### src/rtl/sdf_pkg.sv
// Shared constants and helpers for the radix-2^2 single-delay-feedback FFT stages.
package sdf_pkg;

    localparam int MODE_BF2I  = 0;
    localparam int MODE_BF2II = 1;

    function automatic int log2c(input int v);
        int r;
        r = 0;
        for (int i = 0; i < 31; i++) begin
            if ((32'sd1 <<< i) < v) begin
                r = i + 1;
            end else begin
                r = r;
            end
        end
        return r;
    endfunction

    // Negation that maps the most negative w-bit value onto the most positive one.
    function automatic logic signed [31:0] sat_neg(input logic signed [31:0] v, input int w);
        logic signed [31:0] lo;
        lo = -(32'sd1 <<< (w - 1));
        if (v == lo) begin
            return -lo - 32'sd1;
        end else begin
            return -v;
        end
    endfunction

endpackage

### src/rtl/sdf_delay_line.sv
// Enable-gated feedback delay of complex words; output is the word written DEPTH enabled cycles ago.
module sdf_delay_line
    import sdf_pkg::*;
#(
    parameter int DEPTH = 8,
    parameter int DW    = 9
) (
    input  logic          clk,
    input  logic          en_i,
    input  logic [DW-1:0] din_re_i,
    input  logic [DW-1:0] din_im_i,
    output logic [DW-1:0] dout_re_o,
    output logic [DW-1:0] dout_im_o
);

    logic [2*DW-1:0] taps_q [DEPTH];

    // Contents are deliberately not reset; the stage's pending count masks stale words.
    always_ff @(posedge clk) begin
        if (en_i) begin
            taps_q[0] <= {din_re_i, din_im_i};
            for (int i = 1; i < DEPTH; i++) begin
                taps_q[i] <= taps_q[i-1];
            end
        end
    end

    assign {dout_re_o, dout_im_o} = taps_q[DEPTH-1];

endmodule

### src/rtl/r22_sdf_stage.sv
// One R2^2 SDF butterfly stage (BF2I or BF2II) with optional halving and self-draining feedback delay.
module r22_sdf_stage
    import sdf_pkg::*;
#(
    parameter int WIDTH = 8,
    parameter int DEPTH = 8,
    parameter int MODE  = 0,
    parameter int SCALE = 1,
    parameter int OW    = WIDTH + 1 - SCALE
) (
    input  logic             clk,
    input  logic             rst_n,
    input  logic             enable_in,
    input  logic [WIDTH-1:0] in_re,
    input  logic [WIDTH-1:0] in_im,
    output logic             enable_out,
    output logic [OW-1:0]    out_re,
    output logic [OW-1:0]    out_im
);

    localparam int DW = WIDTH + 1;
    localparam int LM = log2c(DEPTH);
    localparam int BL = (MODE == MODE_BF2II) ? 4 * DEPTH : 2 * DEPTH;
    localparam int CW = log2c(BL);
    localparam int PW = log2c(DEPTH + 1);

    logic [CW-1:0]    cnt_q, cnt_d;
    logic [PW-1:0]    pend_q, pend_d;
    logic             en_out_q, en_out_d;
    logic [OW-1:0]    re_q, re_d, im_q, im_d;
    logic             phase_s, rot_s, adv_s, pend_nz_s, valid_s;
    logic [WIDTH-1:0] src_re_s, src_im_s, neg_re_s, x_re_s, x_im_s;
    logic [DW-1:0]    xe_re_s, xe_im_s, dl_re_s, dl_im_s;
    logic [DW-1:0]    din_re_s, din_im_s, res_re_s, res_im_s;

    assign phase_s   = cnt_q[LM];
    assign pend_nz_s = (pend_q != '0);
    assign adv_s     = enable_in | (~phase_s & pend_nz_s);
    // Drain advances feed zeros so the delay line keeps flushing cleanly.
    assign src_re_s  = enable_in ? in_re : '0;
    assign src_im_s  = enable_in ? in_im : '0;
    assign neg_re_s  = WIDTH'(sat_neg(32'($signed(src_re_s)), WIDTH));

    if (MODE == MODE_BF2II) begin : g_rot
        assign rot_s = (cnt_q[CW-1 -: 2] == 2'b11);
    end else begin : g_no_rot
        assign rot_s = 1'b0;
    end

    sdf_delay_line #(.DEPTH(DEPTH), .DW(DW)) u_delay (
        .clk       (clk),
        .en_i      (adv_s),
        .din_re_i  (din_re_s),
        .din_im_i  (din_im_s),
        .dout_re_o (dl_re_s),
        .dout_im_o (dl_im_s)
    );

    // Butterfly datapath: fill the delay in phase 0, sum/difference in phase 1.
    always_comb begin
        if (rot_s) begin
            x_re_s = src_im_s;
            x_im_s = neg_re_s;
        end else begin
            x_re_s = src_re_s;
            x_im_s = src_im_s;
        end
        xe_re_s = {x_re_s[WIDTH-1], x_re_s};
        xe_im_s = {x_im_s[WIDTH-1], x_im_s};
        if (phase_s) begin
            res_re_s = dl_re_s + xe_re_s;
            res_im_s = dl_im_s + xe_im_s;
            din_re_s = dl_re_s - xe_re_s;
            din_im_s = dl_im_s - xe_im_s;
            valid_s  = 1'b1;
        end else begin
            res_re_s = dl_re_s;
            res_im_s = dl_im_s;
            din_re_s = xe_re_s;
            din_im_s = xe_im_s;
            valid_s  = pend_nz_s;
        end
    end

    always_comb begin
        cnt_d    = cnt_q;
        pend_d   = pend_q;
        en_out_d = 1'b0;
        re_d     = re_q;
        im_d     = im_q;
        if (adv_s) begin
            cnt_d    = cnt_q + CW'(1);
            en_out_d = valid_s;
            if (phase_s && (cnt_q == CW'(BL - 1))) begin
                pend_d = PW'(DEPTH);
            end else if (!phase_s && pend_nz_s) begin
                pend_d = pend_q - PW'(1);
            end else begin
                pend_d = pend_q;
            end
            if (valid_s) begin
                re_d = OW'($signed(res_re_s) >>> SCALE);
                im_d = OW'($signed(res_im_s) >>> SCALE);
            end else begin
                re_d = re_q;
                im_d = im_q;
            end
        end else begin
            cnt_d = cnt_q;
        end
    end

    always_ff @(posedge clk or negedge rst_n) begin
        if (!rst_n) begin
            cnt_q    <= '0;
            pend_q   <= '0;
            en_out_q <= 1'b0;
            re_q     <= '0;
            im_q     <= '0;
        end else begin
            cnt_q    <= cnt_d;
            pend_q   <= pend_d;
            en_out_q <= en_out_d;
            re_q     <= re_d;
            im_q     <= im_d;
        end
    end

    assign enable_out = en_out_q;
    assign out_re     = re_q;
    assign out_im     = im_q;

endmodule
### config.mk
export PLATFORM = sky130hd
export DESIGN_NAME = r22_sdf_stage
export DESIGN_NICKNAME = d
export VERILOG_FILES = /design/src/rtl/sdf_pkg.sv /design/src/rtl/sdf_delay_line.sv /design/src/rtl/r22_sdf_stage.sv
export SDC_FILE = /design/constraint.sdc
export NUM_CORES = 1
export LEC_CHECK = 0
export CELL_PAD_IN_SITES_DETAIL_PLACEMENT = 0
export CELL_PAD_IN_SITES_GLOBAL_PLACEMENT = 1
export CORE_MARGIN = 4
export CORE_UTILIZATION = 30
export CTS_BUF_LIST = sky130_fd_sc_hd__clkbuf_4 sky130_fd_sc_hd__clkbuf_8
export CTS_CLUSTER_SIZE = 20
export DETAILED_ROUTE_END_ITERATION = 10
export MAX_ROUTING_LAYER = met4
export PLACE_DENSITY = 0.51
export SYNTH_ARGS = -nofsm -noshare
export SYNTH_HDL_FRONTEND = slang
export SYNTH_HIERARCHICAL = 1
export SYNTH_SLANG_ARGS = --single-unit
### constraint.sdc
create_clock -name clk -period 21.5 [get_ports clk]
set_input_delay 2.15 -clock clk [delete_from_list [all_inputs] [get_ports clk]]
set_output_delay 2.15 -clock clk [all_outputs]
set_load 0.01 [all_outputs]
# ---- Word level (Yosys, flattened, before mapping)
# Memory sizes are Yosys's and may differ from the RTL's.
# Index checks and enable logic that the tools add are counted.
dict set report totals {
  out_inout_bits 17
  ff_bits 25
  mem_bits_rw 144
  inputBits 19
  memories 1
}
# name words word_bits read_ports rd_clocked_by_memory_dff wr line_no
set mem_list {}
lappend mem_list {u_delay.taps_q 8 18 8 0 8 sdf_delay_line.sv:16} ;# logic [2*DW-1:0] taps_q [DEPTH];
dict set report classes {
  muxes 12
  eq_ne 1
  addsub 6
  reduce_logical 7
  bitwise 3
}
# operator count
set ops {}
lappend ops {{two-way mux 9 bit} 4}
lappend ops {{adder 9 bit} 2}
lappend ops {{subtractor 9 bit} 2}
lappend ops {{two-way mux 8 bit} 2}
lappend ops {{two-way mux 4 bit} 2}
lappend ops {{adder 4 x 1 -> 4 bit (second input constant)} 1}
lappend ops {{== test 4 bit (second input constant)} 1}
lappend ops {{two-way mux 1 bit} 4}
lappend ops {{AND reduction 2 bit} 2}
lappend ops {{nonzero test 4 bit} 1}
lappend ops {{subtractor 4 x 1 -> 4 bit (second input constant)} 1}
lappend ops {{logical AND 1 bit} 2}
lappend ops {{nonzero test 2 bit} 1}
lappend ops {{AND 1 bit} 1}
lappend ops {{zero test 1 bit} 1}
lappend ops {{NOT 1 bit} 1}
lappend ops {{OR 1 bit} 1}

# ---- Logic depth before layout (Yosys ltp)
# Gate-level depths: netlist (run 1).
dict set report logic_depth {
  depth_word 5
  depth_mapped 13
}

# ---- By module
# The synthesis (run 1) kept the hierarchy.
# module cells_each instances area_per_inst_um2
set modules_own_cells {}
lappend modules_own_cells {sdf_delay_line 162 1 4459.3}
lappend modules_own_cells {r22_sdf_stage 361 1 2959.1}

# ---- Worst setup path after synthesis (run 1)
# Ideal clock, no wire load.
dict set report synth_path {
  path_type {register -> register}
  startpoint {register pend_q[0]}
  endpoint {register cnt_q[1]}
  path_buffers 0
  period_less_slack_ns 8.344
  path_slack_ns 13.156
  arrival_ns 8.245
  required_time_ns 21.402
  path_stages_with_launch 6
  cell_sequence {dfrtp_1 -> inv_1 -> ha_1 -> nor3b_4 -> o21ai_1 -> mux2_2}
}
dict set report synth_between {
  elab_chain_cells 3
}
# element line_no
set synth_rtl {}
lappend synth_rtl {{start, declared} r22_sdf_stage.sv:28} ;# logic [PW-1:0] pend_q, pend_d;
lappend synth_rtl {{start signal, assigned} r22_sdf_stage.sv:122} ;# pend_q <= pend_d;
lappend synth_rtl {{nonzero test 4 bit} r22_sdf_stage.sv:37} ;# assign pend_nz_s = (pend_q != '0);
lappend synth_rtl {{AND 1 bit} r22_sdf_stage.sv:38} ;# assign adv_s = enable_in | (~phase_s & pend_nz_s);
lappend synth_rtl {{OR 1 bit} r22_sdf_stage.sv:38}
lappend synth_rtl {{via adv_s} r22_sdf_stage.sv:31} ;# logic phase_s, rot_s, adv_s, pend_nz_s, valid_s;
lappend synth_rtl {{end signal, assigned} r22_sdf_stage.sv:121} ;# cnt_q <= cnt_d;
lappend synth_rtl {{end, declared} r22_sdf_stage.sv:27} ;# logic [CW-1:0] cnt_q, cnt_d;
# The timed path passes the listed nets, and every way through them passes these cells.
# A chain may end at the register's enable or synchronous reset.

==> results of run 1 <==
==> routing by layer <==
| layer | up-vias | wire, µm | global-route usage (%) |
|---|---|---|---|
| li1 | 1895 | - | - |
| met1 | 1931 | 6293 | 13.94 |
| met2 | 60 | 6724 | 17.20 |
| met3 | 18 | 470 | 3.003 |
| met4 | 0 | 178 | 3.176 |
| met5 | - | 0 | - |
==> state kept, by name, summed over array words and instances (netlist names) <==
signal and count:
u_delay/taps_q 144, out_im 8, out_re 8, cnt_q 4, pend_q 4, enable_out 1
==> cell usage after synthesis (2+ instances only) <==
master                        n  share of area (%)
sky130_fd_sc_hd__and2_1       3               0.25
sky130_fd_sc_hd__a21oi_2      7               0.83
sky130_fd_sc_hd__o21bai_1     3               0.30
sky130_fd_sc_hd__o22ai_1     11               0.93
sky130_fd_sc_hd__buf_6        3               0.46
sky130_fd_sc_hd__buf_1        2               0.10
sky130_fd_sc_hd__nand2_1     38                1.9
sky130_fd_sc_hd__ha_1        36                6.1
sky130_fd_sc_hd__a211oi_1     2               0.20
sky130_fd_sc_hd__inv_1       42                2.1
sky130_fd_sc_hd__o21ai_0     30                2.0
sky130_fd_sc_hd__nor2_1      19               0.96
sky130_fd_sc_hd__dfrtp_1     25                8.4
sky130_fd_sc_hd__buf_4       19                1.9
sky130_fd_sc_hd__o31ai_1      2               0.20
sky130_fd_sc_hd__xor2_1       7               0.83
sky130_fd_sc_hd__fa_1         4                1.1
sky130_fd_sc_hd__mux2i_1     14                1.9
sky130_fd_sc_hd__o211a_1      2               0.27
sky130_fd_sc_hd__edfxtp_1   144                 58
sky130_fd_sc_hd__nor3_1       3               0.20
sky130_fd_sc_hd__nand2b_1     8               0.67
sky130_fd_sc_hd__xnor2_1     25                3.0
sky130_fd_sc_hd__mux2_2       9                1.4
sky130_fd_sc_hd__a211o_1      2               0.24
sky130_fd_sc_hd__o21a_1       6               0.61
sky130_fd_sc_hd__a22o_1       2               0.24
sky130_fd_sc_hd__clkbuf_1     2               0.10
sky130_fd_sc_hd__a21o_2       2               0.24
sky130_fd_sc_hd__nand3_1      4               0.27
sky130_fd_sc_hd__buf_2        9               0.61
sky130_fd_sc_hd__a21oi_1     23                1.6
sky130_fd_sc_hd__o2111ai_1    2               0.24
==> kinds of logic after synthesis <==
family                   after synthesis  synth area share [%]
adder cells (fa/ha/maj)               40                 7.151
AO/OA/AOI/OAI                        102                 8.855
multiplexers                          24                 3.407
buffers and inverters                 78                 5.363
XOR/XNOR                              32                 3.778
flip-flops                           169                 66.72
AND/OR/NAND/NOR                       78                 4.723
==> worst min-delay path by stage <==
stage	from	to	slack [ps]	depth (start not counted)
final	u_delay/taps_q[0][18]	u_delay/taps_q[0][36]	410	0
after global routing	u_delay/taps_q[0][21]	u_delay/taps_q[0][39]	420	0
after CTS	u_delay/taps_q[0][66]	u_delay/taps_q[1][12]	420	0
after detailed placement	u_delay/taps_q[0][40]	u_delay/taps_q[0][58]	400	0
after global placement	u_delay/taps_q[1][50]	u_delay/taps_q[1][68]	400	0
after floorplan	u_delay/taps_q[0][0]	u_delay/taps_q[0][18]	400	0
==> through the flow <==
stage,hold slack [ps],instance area [µm²]
final,411.8,8407
after CTS,415.6,8407
after detailed placement,404.5,7995
after global routing,419.6,8407
after global placement,401.3,7995
after floorplan,400.3,7418
==> critical path: cells and delay by family <==
| family | cells | cell delay, ps |
|---|---|---|
| buf+inv | 4 | 900 |
| compound gates | 3 | 590 |
| fa+ha+maj | 2 | 570 |
| simple gates | 2 | 300 |
| xor+xnor | 2 | 230 |
==> layout make-up <==
cell class | count | area (µm²) | area share [%]
clock buffer | 17 | 234.0 | 2.783
clock inverter | 15 | 177.7 | 2.113
inverter | 43 | 161.4 | 1.920
multi-input combinational | 276 | 2082 | 24.77
sequential | 169 | 4951 | 58.89
tap | 324 | 405.4 | 4.822
timing repair buffer | 41 | 395.4 | 4.703
==> power breakdown <==
group | switching (W) | internal (W)
sequential | 0.0000682 | 0.000543
clock | 0.000133 | 0.0000984
combinational | 0.000175 | 0.000144
total | 0.000375 | 0.000785
==> flow_summary.yaml, run 1 <==
run_status:
  run_status: "complete, no violations"
floorplan:
  placementRows: 57
  die_w_um: 165.3
  pin_count: 36
  initial_core_utilization_pct: 30.50
  fp.dieH_um: 165.3
  floorplan.die_area_um2: 27310
  core_area_um2: 24320
pwr:
  peakVddDrop_uv: 44.40
  cellLeakagePower_nw: 3.187
  p_total_w: 0.001161
  cellPowerDensity_nw_per_um2: 138.1
sta:
  finalWorstPathRequiredPeriod_ps: 4527
  final_hold_viol_count: 0
  worstMarginPinSlew_ps: 1007
  final.setup_skew_ps: 25.78
  setup_total_negative_slack_ps: 0
  fmax_mhz: 220.9
  setup_ws_ps: 16970
  rsz0062_at_grt: "false"
  final_max_slew_viol_count: 0
  setup_viol: 0
  max-slew-margin-rel_pct: 32.89
  period_share_pct: 21.06
placed_design:
  place_hpwl_mm: 8.995
  port_buffers: 35
  placement.setup.worst_slack_ps: 16460
  gp_congestion: 0.7016
  placedCellCount: 853
job:
  timing.max_cap.violations: 0
cts:
  cts-root-buf: "sky130_fd_sc_hd__clkbuf_8"
  post_cts_resize_count: 0
  holdBufCountCts: 0
  ctsHtreeMaxLevel: 4
  tritoncts.num_buffers: 17
  cts_clock_pin_slew_for_the_worst_setup_and_hold_paths_ps: 100
  clock_tree.buffer_depth: 2
  post-cts-setup-buffers: 0
  clkSinkCount: 169
  clock_tree_from_tritoncts: "done"
  clk_latency_ps: 470
synth:
  synth_sequential_area_ratio_pct: 66.72
  synth_enable_flop_cells: 144
  dominantRegCellSynth: "sky130_fd_sc_hd__edfxtp_1"
  ys_ff_latch: 169
  synthesis.instances: 523
  synthArstFlopShare_pct: 14.79
  syn-mean-instance-area_um2: 14.18
  mappedNetlistArea_um2: 7418
  synthesis.yosys.warnings: 6
  netlist-cell-type-count: 46
  synth_fp_nets: 582
routing:
  avgRoutedWirePerCell_um: 15.44
  post_drt_via_cell_ratio: 4.411
  postRouteWirelength_mm: 13.67
  drtIter0Drc: 198
  vias: 3904
  detail_route.drc_violations: 0
  antenna_left: 0
  drt_pass1_iterations: 6
layout:
  finish.net_count: 607
  final_util_pct: 34.57
  most-common-layout-cells: "sky130_fd_sc_hd__edfxtp_1, sky130_fd_sc_hd__inv_1, sky130_fd_sc_hd__nand2_1, sky130_fd_sc_hd__ha_1, sky130_fd_sc_hd__clkdlybuf4s50_1"
  drive_gt1_share_pct: 11.05
  synthToLayoutAreaGrowth_pct: 13.32
  diodes: 0
  filler_cell_count: 2376
  finalNonFillerCells: 885
  layout_commonest_cell: "sky130_fd_sc_hd__edfxtp_1"
setup_path:
  timing.critical_path.slowest_stage_cell: "sky130_fd_sc_hd__clkdlybuf4s50_1"
  timing.critical_path.required_ps: 21710
  reg2regPathDepth: 7
  critPathMaxStageDelay_ps: 450
  startpoint_of_the_most_critical_setup_path: "enable_in"
  worst-r2r-setup-slack_ps: 18950
  critPathCapture: "u_delay/taps_q[0][8]"
  timing.setup.critical_path_class: "primary input to register"
  cp-end-kind: "register"
  cp_data_arrival_time_ps: 4740
  r2r-start: "pend_q[0]"
  crit-reg2reg-capture: "cnt_q[1]"
  worstPathMaxFanout: 23
  crit_path_cell_trace: "clkdlybuf4s50_1 > buf_4 > nand2_1 > inv_1 > ha_1 > inv_1 > fa_1 > a211o_1 > a21oi_2 > a21oi_2 > xnor2_1 > and2_1 > xnor2_1"
  startpoint_type: "primary input"
grt:
  total_global_route_track_usage_pct: 10.94
  maximum_number_of_pins_on_one_net_before_global_route_repair: 84
  globalRoute.totalOverflow: 0
  antenna_found_initial: 0
  first_global_vias: 3989
  first_pass_grt_wire_length_mm: 21.89
min_path:
  min-delay-path-class: "register to register"
No activity file was read; power rests on OpenSTA's default activity.
==> run 2, diff against run 1 <==
--- a/config.mk
+++ b/config.mk
@@ -13,7 +13,7 @@
 export CTS_CLUSTER_SIZE = 20
 export DETAILED_ROUTE_END_ITERATION = 10
 export MAX_ROUTING_LAYER = met4
-export PLACE_DENSITY = 0.51
+export PLACE_DENSITY = 0.53
 export SYNTH_ARGS = -nofsm -noshare
 export SYNTH_HDL_FRONTEND = slang
 export SYNTH_HIERARCHICAL = 1
==> constraint.sdc (replaced) <==
create_clock -name clk -period 3.9 [get_ports clk]
set_input_delay 0.39 -clock clk [delete_from_list [all_inputs] [get_ports clk]]
set_output_delay 0.39 -clock clk [all_outputs]
set_load 0.01 [all_outputs]
==> run 2 against run 1 <==
Sequential share of layout area shrank 0.24 points. Via count is 0.41% lower. Combinational power increased to 5.5 times the previous value. First-iteration DRC count increased by 17%. Global-route usage about the same. Sequential cell count did not move. Cell area is 0.42% higher. Die area is the same. Critical endpoint is now u_delay/taps_q[0][17].
==> flow_summary.yaml, run 2 (synthesized netlist as in run 1, its figures left out) <==
routing:
  drt_pass1_iterations: 4
  drtIter0Drc: 231
  avgRoutedWirePerCell_um: 15.44
  vias: 3888
  post_drt_via_cell_ratio: 4.388
  antenna_left: 0
  detail_route.drc_violations: 0
  postRouteWirelength_mm: 13.68
grt:
  antenna_found_initial: 0
  first_pass_grt_wire_length_mm: 22.08
  maximum_number_of_pins_on_one_net_before_global_route_repair: 76
  total_global_route_track_usage_pct: 10.99
  globalRoute.totalOverflow: 0
  first_global_vias: 4174
setup_path:
  startpoint_of_the_most_critical_setup_path: "enable_in"
  worst-r2r-setup-slack_ps: 1520
  crit-reg2reg-capture: "u_delay/taps_q[0][17]"
  cp_data_arrival_time_ps: 2920
  crit_family: "buffers and inverters"
  crit_path_cell_trace: "clkdlybuf4s50_1 > buf_4 > nand2_1 > inv_1 > ha_1 > inv_1 > fa_1 > a211o_1 > a21oi_2 > a21oi_2 > xnor2_1 > and2_1 > xnor2_1"
  timing.critical_path.slowest_stage_cell: "sky130_fd_sc_hd__clkdlybuf4s50_1"
  critPathMaxStageDelay_ps: 500
  path_buf_inv: 4
  worstPathMaxFanout: 12
  reg2regPathDepth: 10
  timing.critical_path.required_ps: 4110
  startpoint_type: "primary input"
  worst-path-stages: 13
  cp-end-kind: "register"
  timing.setup.critical_path_class: "primary input to register"
  r2r-start: "u_delay/taps_q[1][63]"
  critPathCapture: "u_delay/taps_q[0][17]"
layout:
  filler_cell_count: 2360
  layout_commonest_cell: "sky130_fd_sc_hd__edfxtp_1"
  final_util_pct: 34.71
  finish.net_count: 608
  largest_register_ffs: 144
  diodes: 0
  synthToLayoutAreaGrowth_pct: 13.80
  finalNonFillerCells: 886
  drive_gt1_share_pct: 11.21
  most-common-layout-cells: "sky130_fd_sc_hd__edfxtp_1, sky130_fd_sc_hd__inv_1, sky130_fd_sc_hd__nand2_1, sky130_fd_sc_hd__ha_1, sky130_fd_sc_hd__clkdlybuf4s50_1"
  largest_register: "u_delay/taps_q"
  layout.cell_area.non_filler_um2: 8442
placed_design:
  gp_congestion: 0.7665
  placedCellCount: 854
  port_buffers: 35
  place_hpwl_mm: 9.008
  postPlaceCellArea_um2: 8028
floorplan:
  floorplan.die_area_um2: 27310
  pin_count: 36
  die_w_um: 165.3
  fp.dieH_um: 165.3
  initial_core_utilization_pct: 30.50
  placementRows: 57
  core_area_um2: 24320
cts:
  clock_tree_from_tritoncts: "done"
  cts-root-buf: "sky130_fd_sc_hd__clkbuf_8"
  post_cts_resize_count: 0
  clock_tree.buffer_depth: 2
  clk_latency_ps: 460
  ctsHtreeMaxLevel: 4
  clkSinkCount: 169
  cts_clock_pin_slew_for_the_worst_setup_and_hold_paths_ps: 90
  tritoncts.num_buffers: 17
  post-cts-setup-buffers: 0
  holdBufCountCts: 0
sta:
  final.setup_skew_ps: 18.86
  finalWorstPathRequiredPeriod_ps: 2706
  worstMarginPinSlew_ps: 709.6
  rsz0062_at_grt: "false"
  setup_total_negative_slack_ps: 0
  final_hold_viol_count: 0
  max-slew-margin-rel_pct: 52.69
  setup_viol: 0
  final_max_slew_viol_count: 0
  holdWs_ps: 305.4
  fmax_mhz: 369.6
  period_share_pct: 69.38
run_status:
  run_status: "complete, no violations"
pwr:
  peakVddDrop_uv: 309.9
  cellPowerDensity_nw_per_um2: 762.9
  cellLeakagePower_nw: 3.196
min_path:
  min-delay-path-class: "primary input to async pin"
job:
  timing.max_cap.violations: 0
[run 2: changes by cell type in the layout (fill, tap and decap cells not counted), moves of 2 or more]
cell | previous run | this run
sky130_fd_sc_hd__clkinv_8 | 3 | 0
sky130_fd_sc_hd__bufinv_16 | 1 | 3
sky130_fd_sc_hd__inv_8 | 3 | 0
sky130_fd_sc_hd__buf_12 | 0 | 2
sky130_fd_sc_hd__clkinvlp_4 | 1 | 4
sky130_fd_sc_hd__clkbuf_4 | 0 | 2
[run 2: layout make-up]
class,count,area (µm²),share of cell area [%]
clock buffer,19,249.0,2.949
clock inverter,13,165.2,1.956
inverter,43,161.4,1.912
multi-input combinational,276,2082,24.66
sequential,169,4951,58.65
tap,324,405.4,4.802
timing repair buffer,42,427.9,5.069
[run 2: where the power goes]
| group | switching, W | total (W) | internal, W |
|---|---|---|---|
| Sequential | 0.000400 | 0.00339 | 0.00299 |
| Clock | 0.000646 | 0.00130 | 0.000652 |
| Combinational | 0.000942 | 0.00175 | 0.000813 |
[run 2: layer usage]
layer / vias up / GRT usage, % / routed length, µm
li1: 1899 / - / -
met1: 1923 / 14.10 / 6512
met2: 47 / 16.96 / 6577
met3: 19 / 2.755 / 353
met4: 0 / 4.008 / 235
met5: - / - / 0
[run 2: how the worst min path moves through the flow]
| stage | to | depth (start not counted) |
|---|---|---|
| floorplan | cnt_q[0] | 0 |
| global placement | u_delay/taps_q[1][69] | 0 |
| detailed placement | u_delay/taps_q[1][14] | 0 |
| CTS | out_im[3] | 2 |
| global route | out_im[7] | 2 |
| finish | out_im[6] | 2 |
[run 2: metrics by stage]
stage / worst slack [ps] / total power [W]
after detailed placement: 665.3 / 0.005208
after global placement: 711.8 / 0.005164
after CTS: 1177 / 0.006556
after floorplan: 130.2 / 0.004656
final: 1194 / 0.006440
after global routing: 1030 / 0.006880
==> run 3, diff against run 2 <==
==> constraint.sdc (replaced) <==
create_clock -name clk -period 2.3 [get_ports clk]
set_input_delay 0.23 -clock clk [delete_from_list [all_inputs] [get_ports clk]]
set_output_delay 0.23 -clock clk [all_outputs]
set_load 0.01 [all_outputs]
==> run 3 against run 2 <==
The flow now finishes with violations (setup timing). Register-to-register slack got worse by 1600 ps. Critical endpoint is now u_delay/taps_q[0][8]. Worst hold slack got worse by 150 ps. Sequential power up 69%. Cell area grew 7.1%. Largest power group unchanged.
==> flow_summary.yaml, run 3 (synthesized netlist as in run 1, its figures left out) <==
run_status:
  run_status: "finished with violations"
  failed_checks: "setup timing"
routing:
  vias: 4131
  detail_route.drc_violations: 0
  avgRoutedWirePerCell_um: 15.00
  drtIter0Drc: 222
  postRouteWirelength_mm: 14.46
  drt_pass1_iterations: 7
  antenna_left: 0
  post_drt_via_cell_ratio: 4.285
layout:
  finalNonFillerCells: 964
  largest_register: "u_delay/taps_q"
  finish.net_count: 686
  largest_register_ffs: 144
  most-common-layout-cells: "sky130_fd_sc_hd__edfxtp_1, sky130_fd_sc_hd__buf_4, sky130_fd_sc_hd__inv_1, sky130_fd_sc_hd__nand2_1, sky130_fd_sc_hd__clkdlybuf4s50_1"
  drive_gt1_share_pct: 23.75
  layout_commonest_cell: "sky130_fd_sc_hd__edfxtp_1"
  diodes: 0
  layout.cell_area.non_filler_um2: 9040
  synthToLayoutAreaGrowth_pct: 21.86
setup_path:
  r2r-start: "u_delay/taps_q[1][54]"
  timing.setup.critical_path_class: "register to register"
  startpoint_type: "register"
  cp_data_arrival_time_ps: 2530
  reg2regPathDepth: 10
  worst-r2r-setup-slack_ps: -30
  timing.critical_path.required_ps: 2500
  cp-end-kind: "register"
  crit-reg2reg-capture: "u_delay/taps_q[0][8]"
  worstPathMaxFanout: 2
sta:
  worstMarginPinSlew_ps: 548.7
  setup_total_negative_slack_ps: -30.42
  max-slew-margin-rel_pct: 63.28
  final_max_slew_viol_count: 0
  setup_viol: 1
  holdWs_ps: 159.7
  rsz0062_at_grt: "true"
  fmax_mhz: 429.1
  period_share_pct: 101.3
  final_hold_viol_count: 0
  setup_ws_ps: -30.42
  finalWorstPathRequiredPeriod_ps: 2330
  final.setup_skew_ps: 9.516
pwr:
  peakVddDrop_uv: 534.8
  cellLeakagePower_nw: 3.556
  cellPowerDensity_nw_per_um2: 1238
placed_design:
  port_buffers: 35
  place_hpwl_mm: 9.967
  placement.setup.worst_slack_ps: -530.8
  placedCellCount: 927
  postPlaceCellArea_um2: 8596
  gp_congestion: 0.8063
floorplan:
  initial_core_utilization_pct: 30.50
  placementRows: 57
  die_w_um: 165.3
  core_area_um2: 24320
  floorplan.die_area_um2: 27310
  pin_count: 36
  fp.dieH_um: 165.3
cts:
  ctsHtreeMaxLevel: 4
  holdBufCountCts: 0
  cts_clock_pin_slew_for_the_worst_setup_and_hold_paths_ps: 90
  clk_latency_ps: 450
  clkSinkCount: 169
  cts-root-buf: "sky130_fd_sc_hd__clkbuf_8"
  clock_tree.buffer_depth: 2
  tritoncts.num_buffers: 17
  clock_tree_from_tritoncts: "done"
grt:
  first_pass_grt_wire_length_mm: 23.12
  antenna_found_initial: 0
  globalRoute.totalOverflow: 0
  first_global_vias: 4389
  total_global_route_track_usage_pct: 11.41
  maximum_number_of_pins_on_one_net_before_global_route_repair: 51
min_path:
  min-delay-path-class: "primary input to async pin"
job:
  timing.max_cap.violations: 0
==> run 3: power breakdown <==
part	switching, W	leakage, nW	internal, W	total [W]
Sequential	0.000659	1.73	0.00506	0.00572
Combinational	0.00173	1.65	0.00177	0.00351
Clock	0.00110	0.174	0.000868	0.00196
==> run 3: worst max path at each step <==
stage                                end                  start  depth (start not counted)
finish              u_delay/taps_q[0][8]  u_delay/taps_q[1][54]                         10
global route        u_delay/taps_q[0][8]  u_delay/taps_q[1][54]                         10
floorplan                       cnt_q[1]              pend_q[0]                          5
global placement    u_delay/taps_q[0][8]              enable_in                         13
CTS                 u_delay/taps_q[0][8]              enable_in                         13
detailed placement  u_delay/taps_q[0][8]              enable_in                         13
==> run 3: worst max-delay path, cell delays in order (launching register included) <==
cell and delay [ps]:
sky130_fd_sc_hd__edfxtp_1 430, sky130_fd_sc_hd__inv_1 80, sky130_fd_sc_hd__ha_2 180, sky130_fd_sc_hd__inv_2 40
sky130_fd_sc_hd__fa_2 340, sky130_fd_sc_hd__a211o_1 340, sky130_fd_sc_hd__a21oi_4 190, sky130_fd_sc_hd__a21oi_2 80
sky130_fd_sc_hd__xnor2_1 110, sky130_fd_sc_hd__and2_1 170, sky130_fd_sc_hd__xnor2_1 110
==> run 3: repair_timing <==
action,CTS,global route
resized for setup,1,15
pin swaps,2,12
endpoints found under the setup margin,2,6
buffers inserted,2,3
==> run 3: per-stage QoR <==
step                      power (W)  util (%)
after detailed placement   0.009279     35.35
after CTS                   0.01135     36.91
after global routing        0.01199     37.17
after floorplan            0.007902         -
final                       0.01119     37.17
after global placement     0.009195     35.35
==> run 3: final cells by class <==
cell class | count | area [µm²]
fill | 2354 | 15280
clock inverter | 14 | 121.4
inverter | 43 | 161.4
multi-input combinational | 276 | 2123
sequential | 169 | 4951
timing repair buffer | 120 | 1036
clock buffer | 18 | 241.5
tap | 324 | 405.4
==> run 3: layer usage <==
layer	routed length (µm)	track usage, %	up-vias
li1	-	-	2058
met1	6862	14.56	2029
met2	7140	18.21	37
met3	346	3.152	7
met4	113	2.684	0
met5	0	-	-
